**src/rtl/logic_sched_pkg.sv**
```systemverilog
// rtl/logic_sched_pkg.sv - shared widths, default sizes and the issue tag type
package logic_sched_pkg;
  localparam int CTRL_W     = 2;
  localparam int DATA_W     = 64;
  localparam int NREQ_DEF   = 4;
  localparam int LU_LAT_DEF = 1;
  localparam int DEPTH_DEF  = 4;
  // Wide enough for the largest supported requester count (8).
  localparam int TAG_IDW    = 3;

  typedef struct packed {
    logic               valid;
    logic [TAG_IDW-1:0] id;
  } tag_t;
endpackage

```
**src/rtl/logic_sched_if.sv**
```systemverilog
// rtl/logic_sched_if.sv - requester, logic-unit and response signals of logic_sched
interface logic_sched_if #(
  parameter int NREQ = 4,
  parameter int IDW  = 2
);
  import logic_sched_pkg::*;

  logic [NREQ-1:0]        req_valid;
  logic [NREQ-1:0]        req_ready;
  logic [CTRL_W*NREQ-1:0] req_ctrl;
  logic [DATA_W*NREQ-1:0] req_op1;
  logic [DATA_W*NREQ-1:0] req_op2;
  logic [CTRL_W-1:0]      lu_ctrl;
  logic [DATA_W-1:0]      lu_op1;
  logic [DATA_W-1:0]      lu_op2;
  logic [DATA_W-1:0]      lu_dst;
  logic                   rsp_valid;
  logic                   rsp_ready;
  logic [IDW-1:0]         rsp_id;
  logic [DATA_W-1:0]      rsp_data;

  modport master (
    output req_valid, req_ctrl, req_op1, req_op2, lu_dst, rsp_ready,
    input  req_ready, lu_ctrl, lu_op1, lu_op2, rsp_valid, rsp_id, rsp_data
  );

  modport slave (
    input  req_valid, req_ctrl, req_op1, req_op2, lu_dst, rsp_ready,
    output req_ready, lu_ctrl, lu_op1, lu_op2, rsp_valid, rsp_id, rsp_data
  );
endinterface

```
**src/rtl/logic_sched_fifo.sv**
```systemverilog
// rtl/logic_sched_fifo.sv - synchronous result FIFO with occupancy count
module logic_sched_fifo #(
  parameter int DEPTH = 4,
  parameter int W     = 66,
  parameter int CW    = $clog2(DEPTH + 1)
) (
  input  logic          clk,
  input  logic          rst,
  input  logic          push,
  input  logic [W-1:0]  push_data,
  input  logic          pop,
  output logic [W-1:0]  head,
  output logic [CW-1:0] count
);
  localparam int AW = (DEPTH > 1) ? $clog2(DEPTH) : 1;

  logic [W-1:0]  mem [DEPTH];
  logic [AW-1:0] wr_ptr;
  logic [AW-1:0] rd_ptr;

  function automatic logic [AW-1:0] bump(input logic [AW-1:0] p);
    return (p == AW'(DEPTH - 1)) ? '0 : p + 1'b1;
  endfunction

  always_ff @(posedge clk) begin
    if (push) mem[wr_ptr] <= push_data;
  end

  always_ff @(posedge clk) begin
    if (rst) begin
      wr_ptr <= '0;
      rd_ptr <= '0;
      count  <= '0;
    end else begin
      if (push) wr_ptr <= bump(wr_ptr);
      if (pop)  rd_ptr <= bump(rd_ptr);
      count <= count + CW'(push) - CW'(pop);
    end
  end

  assign head = mem[rd_ptr];
endmodule

```
**src/rtl/logic_sched.sv**
```systemverilog
// rtl/logic_sched.sv - round-robin sharing of one logic unit with in-order tagged results
// LOGIC_SCHED_FIXED_PRIO_EN selects lowest-index-wins arbitration instead of round robin.
module logic_sched
  import logic_sched_pkg::*;
#(
  parameter int NREQ   = NREQ_DEF,
  parameter int IDW    = $clog2(NREQ),
  parameter int LU_LAT = LU_LAT_DEF,
  parameter int DEPTH  = DEPTH_DEF
) (
  input  logic           clk,
  input  logic           rst,
  logic_sched_if.slave   bus
);
  localparam int CW = $clog2(DEPTH + 1);
  localparam int FW = IDW + DATA_W;

  logic [IDW-1:0]    ptr;
  logic [IDW-1:0]    gnt_id;
  logic              gnt_found;
  logic [NREQ-1:0]   ready_vec;
  logic              issue;
  logic [CW-1:0]     credit_q;
  logic [CTRL_W-1:0] sel_ctrl;
  logic [DATA_W-1:0] sel_op1;
  logic [DATA_W-1:0] sel_op2;
  tag_t              tag_pipe [LU_LAT];
  tag_t              tag_out;
  logic              push;
  logic              pop;
  logic [FW-1:0]     head;
  logic [CW-1:0]     fifo_count;

  // Extra bit on the search index so the wrap compare works for any NREQ.
  always_comb begin : arb
    logic [IDW:0] j;
    j         = '0;
    gnt_found = 1'b0;
    gnt_id    = '0;
    for (int k = 0; k < NREQ; k++) begin
      j = {1'b0, ptr} + (IDW + 1)'(k);
      if (j >= (IDW + 1)'(NREQ)) j = j - (IDW + 1)'(NREQ);
      if (!gnt_found && bus.req_valid[j[IDW-1:0]]) begin
        gnt_found = 1'b1;
        gnt_id    = j[IDW-1:0];
      end
    end
  end

  assign issue = gnt_found && (credit_q != '0) && !rst;

  always_comb begin
    ready_vec = '0;
    sel_ctrl  = '0;
    sel_op1   = '0;
    sel_op2   = '0;
    for (int i = 0; i < NREQ; i++) begin
      if (gnt_id == IDW'(i)) begin
        ready_vec[i] = issue;
        sel_ctrl     = bus.req_ctrl[i*CTRL_W +: CTRL_W];
        sel_op1      = bus.req_op1[i*DATA_W +: DATA_W];
        sel_op2      = bus.req_op2[i*DATA_W +: DATA_W];
      end
    end
  end

  assign bus.req_ready = ready_vec;

  always_ff @(posedge clk) begin
    if (rst) begin
      ptr         <= '0;
      credit_q    <= CW'(DEPTH);
      bus.lu_ctrl <= '0;
      bus.lu_op1  <= '0;
      bus.lu_op2  <= '0;
    end else begin
      credit_q <= credit_q - CW'(issue) + CW'(pop);
      if (issue) begin
        bus.lu_ctrl <= sel_ctrl;
        bus.lu_op1  <= sel_op1;
        bus.lu_op2  <= sel_op2;
      end
`ifdef LOGIC_SCHED_FIXED_PRIO_EN
      ptr <= '0;
`else
      if (issue) ptr <= (gnt_id == IDW'(NREQ - 1)) ? '0 : gnt_id + 1'b1;
`endif
    end
  end

  always_ff @(posedge clk) begin
    if (rst) begin
      for (int k = 0; k < LU_LAT; k++) tag_pipe[k] <= '0;
    end else begin
      tag_pipe[0].valid <= issue;
      tag_pipe[0].id    <= TAG_IDW'(gnt_id);
      for (int k = 1; k < LU_LAT; k++) tag_pipe[k] <= tag_pipe[k-1];
    end
  end

  assign tag_out = tag_pipe[LU_LAT-1];
  assign push    = tag_out.valid;
  assign pop     = (fifo_count != '0) && bus.rsp_ready;

  logic_sched_fifo #(
    .DEPTH (DEPTH),
    .W     (FW),
    .CW    (CW)
  ) u_fifo (
    .clk       (clk),
    .rst       (rst),
    .push      (push),
    .push_data ({IDW'(tag_out.id), bus.lu_dst}),
    .pop       (pop),
    .head      (head),
    .count     (fifo_count)
  );

  assign bus.rsp_valid = (fifo_count != '0);
  assign bus.rsp_id    = bus.rsp_valid ? head[FW-1 -: IDW] : '0;
  assign bus.rsp_data  = bus.rsp_valid ? head[DATA_W-1:0] : '0;
endmodule

```
**src/flat_wrapper.sv**
```systemverilog
// flat-port wrapper written by rule: the top's interface ports become plain ports
module logic_sched_flat import logic_sched_pkg::*;
#(
  parameter int NREQ   = NREQ_DEF,
  parameter int IDW    = $clog2(NREQ),
  parameter int LU_LAT = LU_LAT_DEF,
  parameter int DEPTH  = DEPTH_DEF
)
  (clk, rst, bus_req_valid, bus_req_ctrl, bus_req_op1, bus_req_op2, bus_lu_dst, bus_rsp_ready, bus_req_ready, bus_lu_ctrl, bus_lu_op1, bus_lu_op2, bus_rsp_valid, bus_rsp_id, bus_rsp_data);
  logic_sched_if #(.NREQ(NREQ), .IDW(IDW)) bus_i ();
  input  logic clk;
  input  logic rst;
  input wire logic [$bits(bus_i.req_valid)-1:0] bus_req_valid;
  input wire logic [$bits(bus_i.req_ctrl)-1:0] bus_req_ctrl;
  input wire logic [$bits(bus_i.req_op1)-1:0] bus_req_op1;
  input wire logic [$bits(bus_i.req_op2)-1:0] bus_req_op2;
  input wire logic [$bits(bus_i.lu_dst)-1:0] bus_lu_dst;
  input wire logic [$bits(bus_i.rsp_ready)-1:0] bus_rsp_ready;
  output wire logic [$bits(bus_i.req_ready)-1:0] bus_req_ready;
  output wire logic [$bits(bus_i.lu_ctrl)-1:0] bus_lu_ctrl;
  output wire logic [$bits(bus_i.lu_op1)-1:0] bus_lu_op1;
  output wire logic [$bits(bus_i.lu_op2)-1:0] bus_lu_op2;
  output wire logic [$bits(bus_i.rsp_valid)-1:0] bus_rsp_valid;
  output wire logic [$bits(bus_i.rsp_id)-1:0] bus_rsp_id;
  output wire logic [$bits(bus_i.rsp_data)-1:0] bus_rsp_data;
  assign bus_i.req_valid = bus_req_valid;
  assign bus_i.req_ctrl = bus_req_ctrl;
  assign bus_i.req_op1 = bus_req_op1;
  assign bus_i.req_op2 = bus_req_op2;
  assign bus_i.lu_dst = bus_lu_dst;
  assign bus_i.rsp_ready = bus_rsp_ready;
  assign bus_req_ready = bus_i.req_ready;
  assign bus_lu_ctrl = bus_i.lu_ctrl;
  assign bus_lu_op1 = bus_i.lu_op1;
  assign bus_lu_op2 = bus_i.lu_op2;
  assign bus_rsp_valid = bus_i.rsp_valid;
  assign bus_rsp_id = bus_i.rsp_id;
  assign bus_rsp_data = bus_i.rsp_data;
  logic_sched #(.NREQ(NREQ), .IDW(IDW), .LU_LAT(LU_LAT), .DEPTH(DEPTH)) u_core (.clk(clk), .rst(rst), .bus(bus_i));
endmodule
```
**config.mk**
```make
export PLATFORM = sky130hd
export DESIGN_NAME = logic_sched_flat
export DESIGN_NICKNAME = d
export VERILOG_FILES = /design/src/rtl/logic_sched_pkg.sv /design/src/rtl/logic_sched_if.sv /design/src/rtl/logic_sched_fifo.sv /design/src/rtl/logic_sched.sv /design/src/flat_wrapper.sv
export SDC_FILE = /design/constraint.sdc
export NUM_CORES = 1
export LEC_CHECK = 0
export CORE_AREA = 3 3 310 312
export CTS_BUF_LIST = sky130_fd_sc_hd__clkbuf_4
export DETAILED_ROUTE_END_ITERATION = 7
export DIE_AREA = 0 0 313 315
export MAX_ROUTING_LAYER = met4
export PLACE_DENSITY = 0.45
export SETUP_SLACK_MARGIN = 0.3
export SYNTH_ARGS = -nofsm -noshare
export SYNTH_HDL_FRONTEND = slang
export SYNTH_SLANG_ARGS = --single-unit
```
**constraint.sdc**
```tcl
create_clock -name clk -period 3.3 [get_ports clk]
set_input_delay 0.825 -clock clk [delete_from_list [all_inputs] [get_ports clk]]
set_output_delay 0.825 -clock clk [all_outputs]
set_load 0.03 [all_outputs]
```
==> results.tsv <==
metric	value	unit
non-filler instance count after layout	3578	
Slew Viols, Final	0	
filler cell count	9421	
yosys warns	0	
post-synthesis sequential area ratio	60.6	%
Vert. Die Dim	315	um
required time of the critical path	2.47	ns
grt ovf	0	
Die X	313	um
post-synth cell types	35	
row count	112	
pin count of the biggest net entering global routing	113	
Ports	792	
total leakage power	10.6	nW
failing checks	design-rule violations, negative setup slack	
H-tree levels	3	
RSZ-0062 raised after global routing	yes	
first-pass GRT wire length	129000	um
Final Power	0.0261	W
gp weighted congestion	0.903	
r2r endpoint	u_core.bus.lu_op2[13]$_SDFFE_PP0P_	
Placed Cells	3309	
slew at the pin closest to its max-slew limit	1.03	ns
crit-path max FO	7	
Met3 Routed Length	6840	um
CTS tree	built	
clk slew on worst S/H paths	0.06	ns
CORE AREA	93300	um2
crit start category	flip-flop	
Netlist Area Pre-Place	18000	um2
syn_nets	1900	
final worst-path cycle share	101	%
Area Overhead vs Synth	69.4	%
DR WL/cell	25.9	um
Gate Count Post-Synth	1294	
Starting Density	19.2	%
Num CTS Buffers	118	
hold crit path type	reg2reg	
Hold Buf Count CTS	0	
status	finished with violations	
worst vdd ir	0.383	mV
Setup CP Type	reg2out	
initial antenna violation count	40	
First-pass DRT Iterations	8	
worst hold start	u_core.u_fifo.rd_ptr[1]$_SDFFE_PP0P_	
PwrDens	859	nW/um2
via count	16400	
met2 wire length	47900	um
Detailed Route Iter0 Violations	1162	
clock skew	0.0797	ns
#FFs+latches synth	411	
Multi-input gate area	6650	um2
PortBufs	791	
Avg Inst Size Synth	13.9	um2
flop2flop setup slack	0.72	ns
Worst-Skew Late Latency	0.94	ns
Sink Count	411	
Highest Clock Rate	299	MHz
critical path capture point type	output pin	
Post-Route M1 WL	35000	um
final setup margin	-0.0491	ns
post-DR vias/cell	4.57	
Data arrival, critical path	2.52	ns
detailed-route DRC error count	6	
root buffer cell	clkbuf_4	
WHS Path Cells	2	
final HPWL from detailed placement	68000	um
Slew headroom	31.4	%
max cap viols	0	
vias in the first global route	17500	
minimum clock period	3.35	ns
Routed WL	92600	um
clock buffer depth	3	
All-Layer GR Usage	18.7	%
R2R depth	10	
Top Layer Used	met4	
RR Startpoint	u_core.ptr[1]$_SDFFE_PP0P_	
full die area	98600	um2
share of layout cells above drive strength 1	24.1	%
ANT nets after route	0	
sequential cell area	10900	um2
final hold vios	0	
Net count, final	2808	
endpoints failing setup	30	
[flip-flops by register name, indices dropped and copies added, names as in the netlist, 3 cells and up, named ones only]
name                 flops
u_core.bus.lu_op1       64
u_core.credit_q          3
u_core.u_fifo.mem      264
u_core.u_fifo.count      3
u_core.tag_pipe          3
u_core.bus.lu_op2       64
[cell families (layout without fill, tap and decap cells)]
| group | count (synthesis) | count (layout) | share of synthesized area, % |
|---|---|---|---|
| simple gates | 236 | 236 | 8.91 |
| other cells | 0 | 25 | 0 |
| buf+inv | 159 | 1164 | 4.14 |
| flops | 411 | 411 | 60.6 |
| mux | 67 | 67 | 8.34 |
| compound gates | 402 | 402 | 16.7 |
| fa+ha+maj | 15 | 15 | 1.13 |
| xor+xnor | 4 | 4 | 0.195 |
[critical path: stages (launching register included)]
cell and delay, ns:
dfxtp_4 0.36, buf_12 0.15, buf_12 0.13, buf_16 0.14, mux4_2 0.51, and2_4 0.17
buf_6 0.13
[worst max path at each step]
stage | slack (ns) | endpoint | from | cells past startpoint
3_3_place_gp | -0.14 | bus_req_ready[1] | bus_req_valid[0] | 9
6_report | -0.05 | bus_rsp_data[15] | flip-flop | 6
2_1_floorplan | 0.31 | bus_req_ready[3] | bus_req_valid[0] | 8
5_1_grt | -0.24 | bus_rsp_data[27] | flip-flop | 6
4_1_cts | -0.26 | bus_rsp_data[15] | flip-flop | 6
3_5_place_dp | -0.14 | u_core.bus.lu_op2[13]$_SDFFE_PP0P_ | bus_req_valid[0] | 11
[power breakdown]
part	leakage, nW	switching (W)	total [W]	internal [W]
logic	6.07	0.00763	0.0139	0.00626
clock network	0.910	0.00242	0.00497	0.00254
registers	3.64	0.000596	0.00726	0.00666
[routing by layer]
layer | track usage [%] | vias up
met4 | 6.63 | 0
met3 | 5.34 | 152
met1 | 20.5 | 8123
li1 | - | 7288
met2 | 32.3 | 804
met5 | - | -
[placed cells by master (no fill, tap or decap), types with 8 or more instances in the layout]
cell type / Yosys / final
buf_4: 3 / 96
buf_6: 14 / 63
inv_1: 18 / 14
ha_1: 13 / 9
nor2_1: 9 / 8
mux4_2: 66 / 66
clkinv_1: 1 / 36
buf_12: 0 / 39
clkinv_2: 0 / 9
o31ai_1: 129 / 129
diode_2: 0 / 25
o22ai_1: 131 / 129
and2_4: 0 / 66
a221oi_1: 129 / 129
dlygate4sd2_1: 0 / 37
nand3b_1: 130 / 130
clkdlybuf4s50_1: 0 / 680
dfxtp_1: 147 / 139
edfxtp_1: 264 / 264
clkbuf_4: 0 / 163
[cell usage after synthesis]
master,count,area share [%]
clkbuf_1,90,1.9
o41ai_2,1,0.091
buf_1,9,0.19
a211oi_1,2,0.084
buf_6,14,0.88
or2_2,1,0.035
a221oi_1,129,6.3
nor3_1,2,0.056
nor2b_1,5,0.17
o31a_1,1,0.049
xnor2_1,4,0.20
a21o_1,1,0.042
nor2_1,9,0.19
nand2b_1,4,0.14
mux2i_1,1,0.056
dfxtp_1,147,16
buf_2,24,0.67
inv_1,18,0.38
nand2_1,6,0.13
nand3b_1,130,5.4
o21ai_0,2,0.056
o31ai_1,129,5.4
o22ai_1,131,4.6
mux4_2,66,8.3
edfxtp_1,264,44
nor4_1,1,0.035
and2_1,73,2.5
nand3_1,1,0.028
clkinv_1,1,0.021
buf_4,3,0.13
fa_1,2,0.22
ha_1,13,0.91
nor3b_1,1,0.042
a21oi_1,6,0.17
or3_1,3,0.10
[stage by stage]
| step | cell area, um2 | hold WS, ns | TNS [ns] | util (%) | setup slack (ns) |
|---|---|---|---|---|---|
| detailed placement | 28000 | 0.464 | -4.10 | 30.0 | -0.140 |
| finish | 30400 | 0.469 | -0.564 | 32.6 | -0.0491 |
| floorplan | 18000 | 0.438 | 0 | - | 0.314 |
| global placement | 28000 | 0.456 | -3.78 | 30.0 | -0.137 |
| CTS | 30200 | 0.292 | -11.97 | 32.4 | -0.256 |
| global route | 30400 | 0.363 | -10.90 | 32.6 | -0.244 |
[area by class of cell]
class,instances,share of cell area [%]
repair buffers,928,31.6
inverters,19,0.259
clock buffers,163,4.02
clock inverters,54,1.07
multi-input cells,724,21.9
well taps,1254,5.16
flip-flops and latches,411,35.8
diodes,25,0.206
[timing repair]
action	CTS	global route
buffers inserted	20	2
setup endpoints to repair	108	70
pin swaps	22	8
gates resized for setup	592	23
gates cloned	5	0
Note: power is estimated with default switching activity, not from simulation.
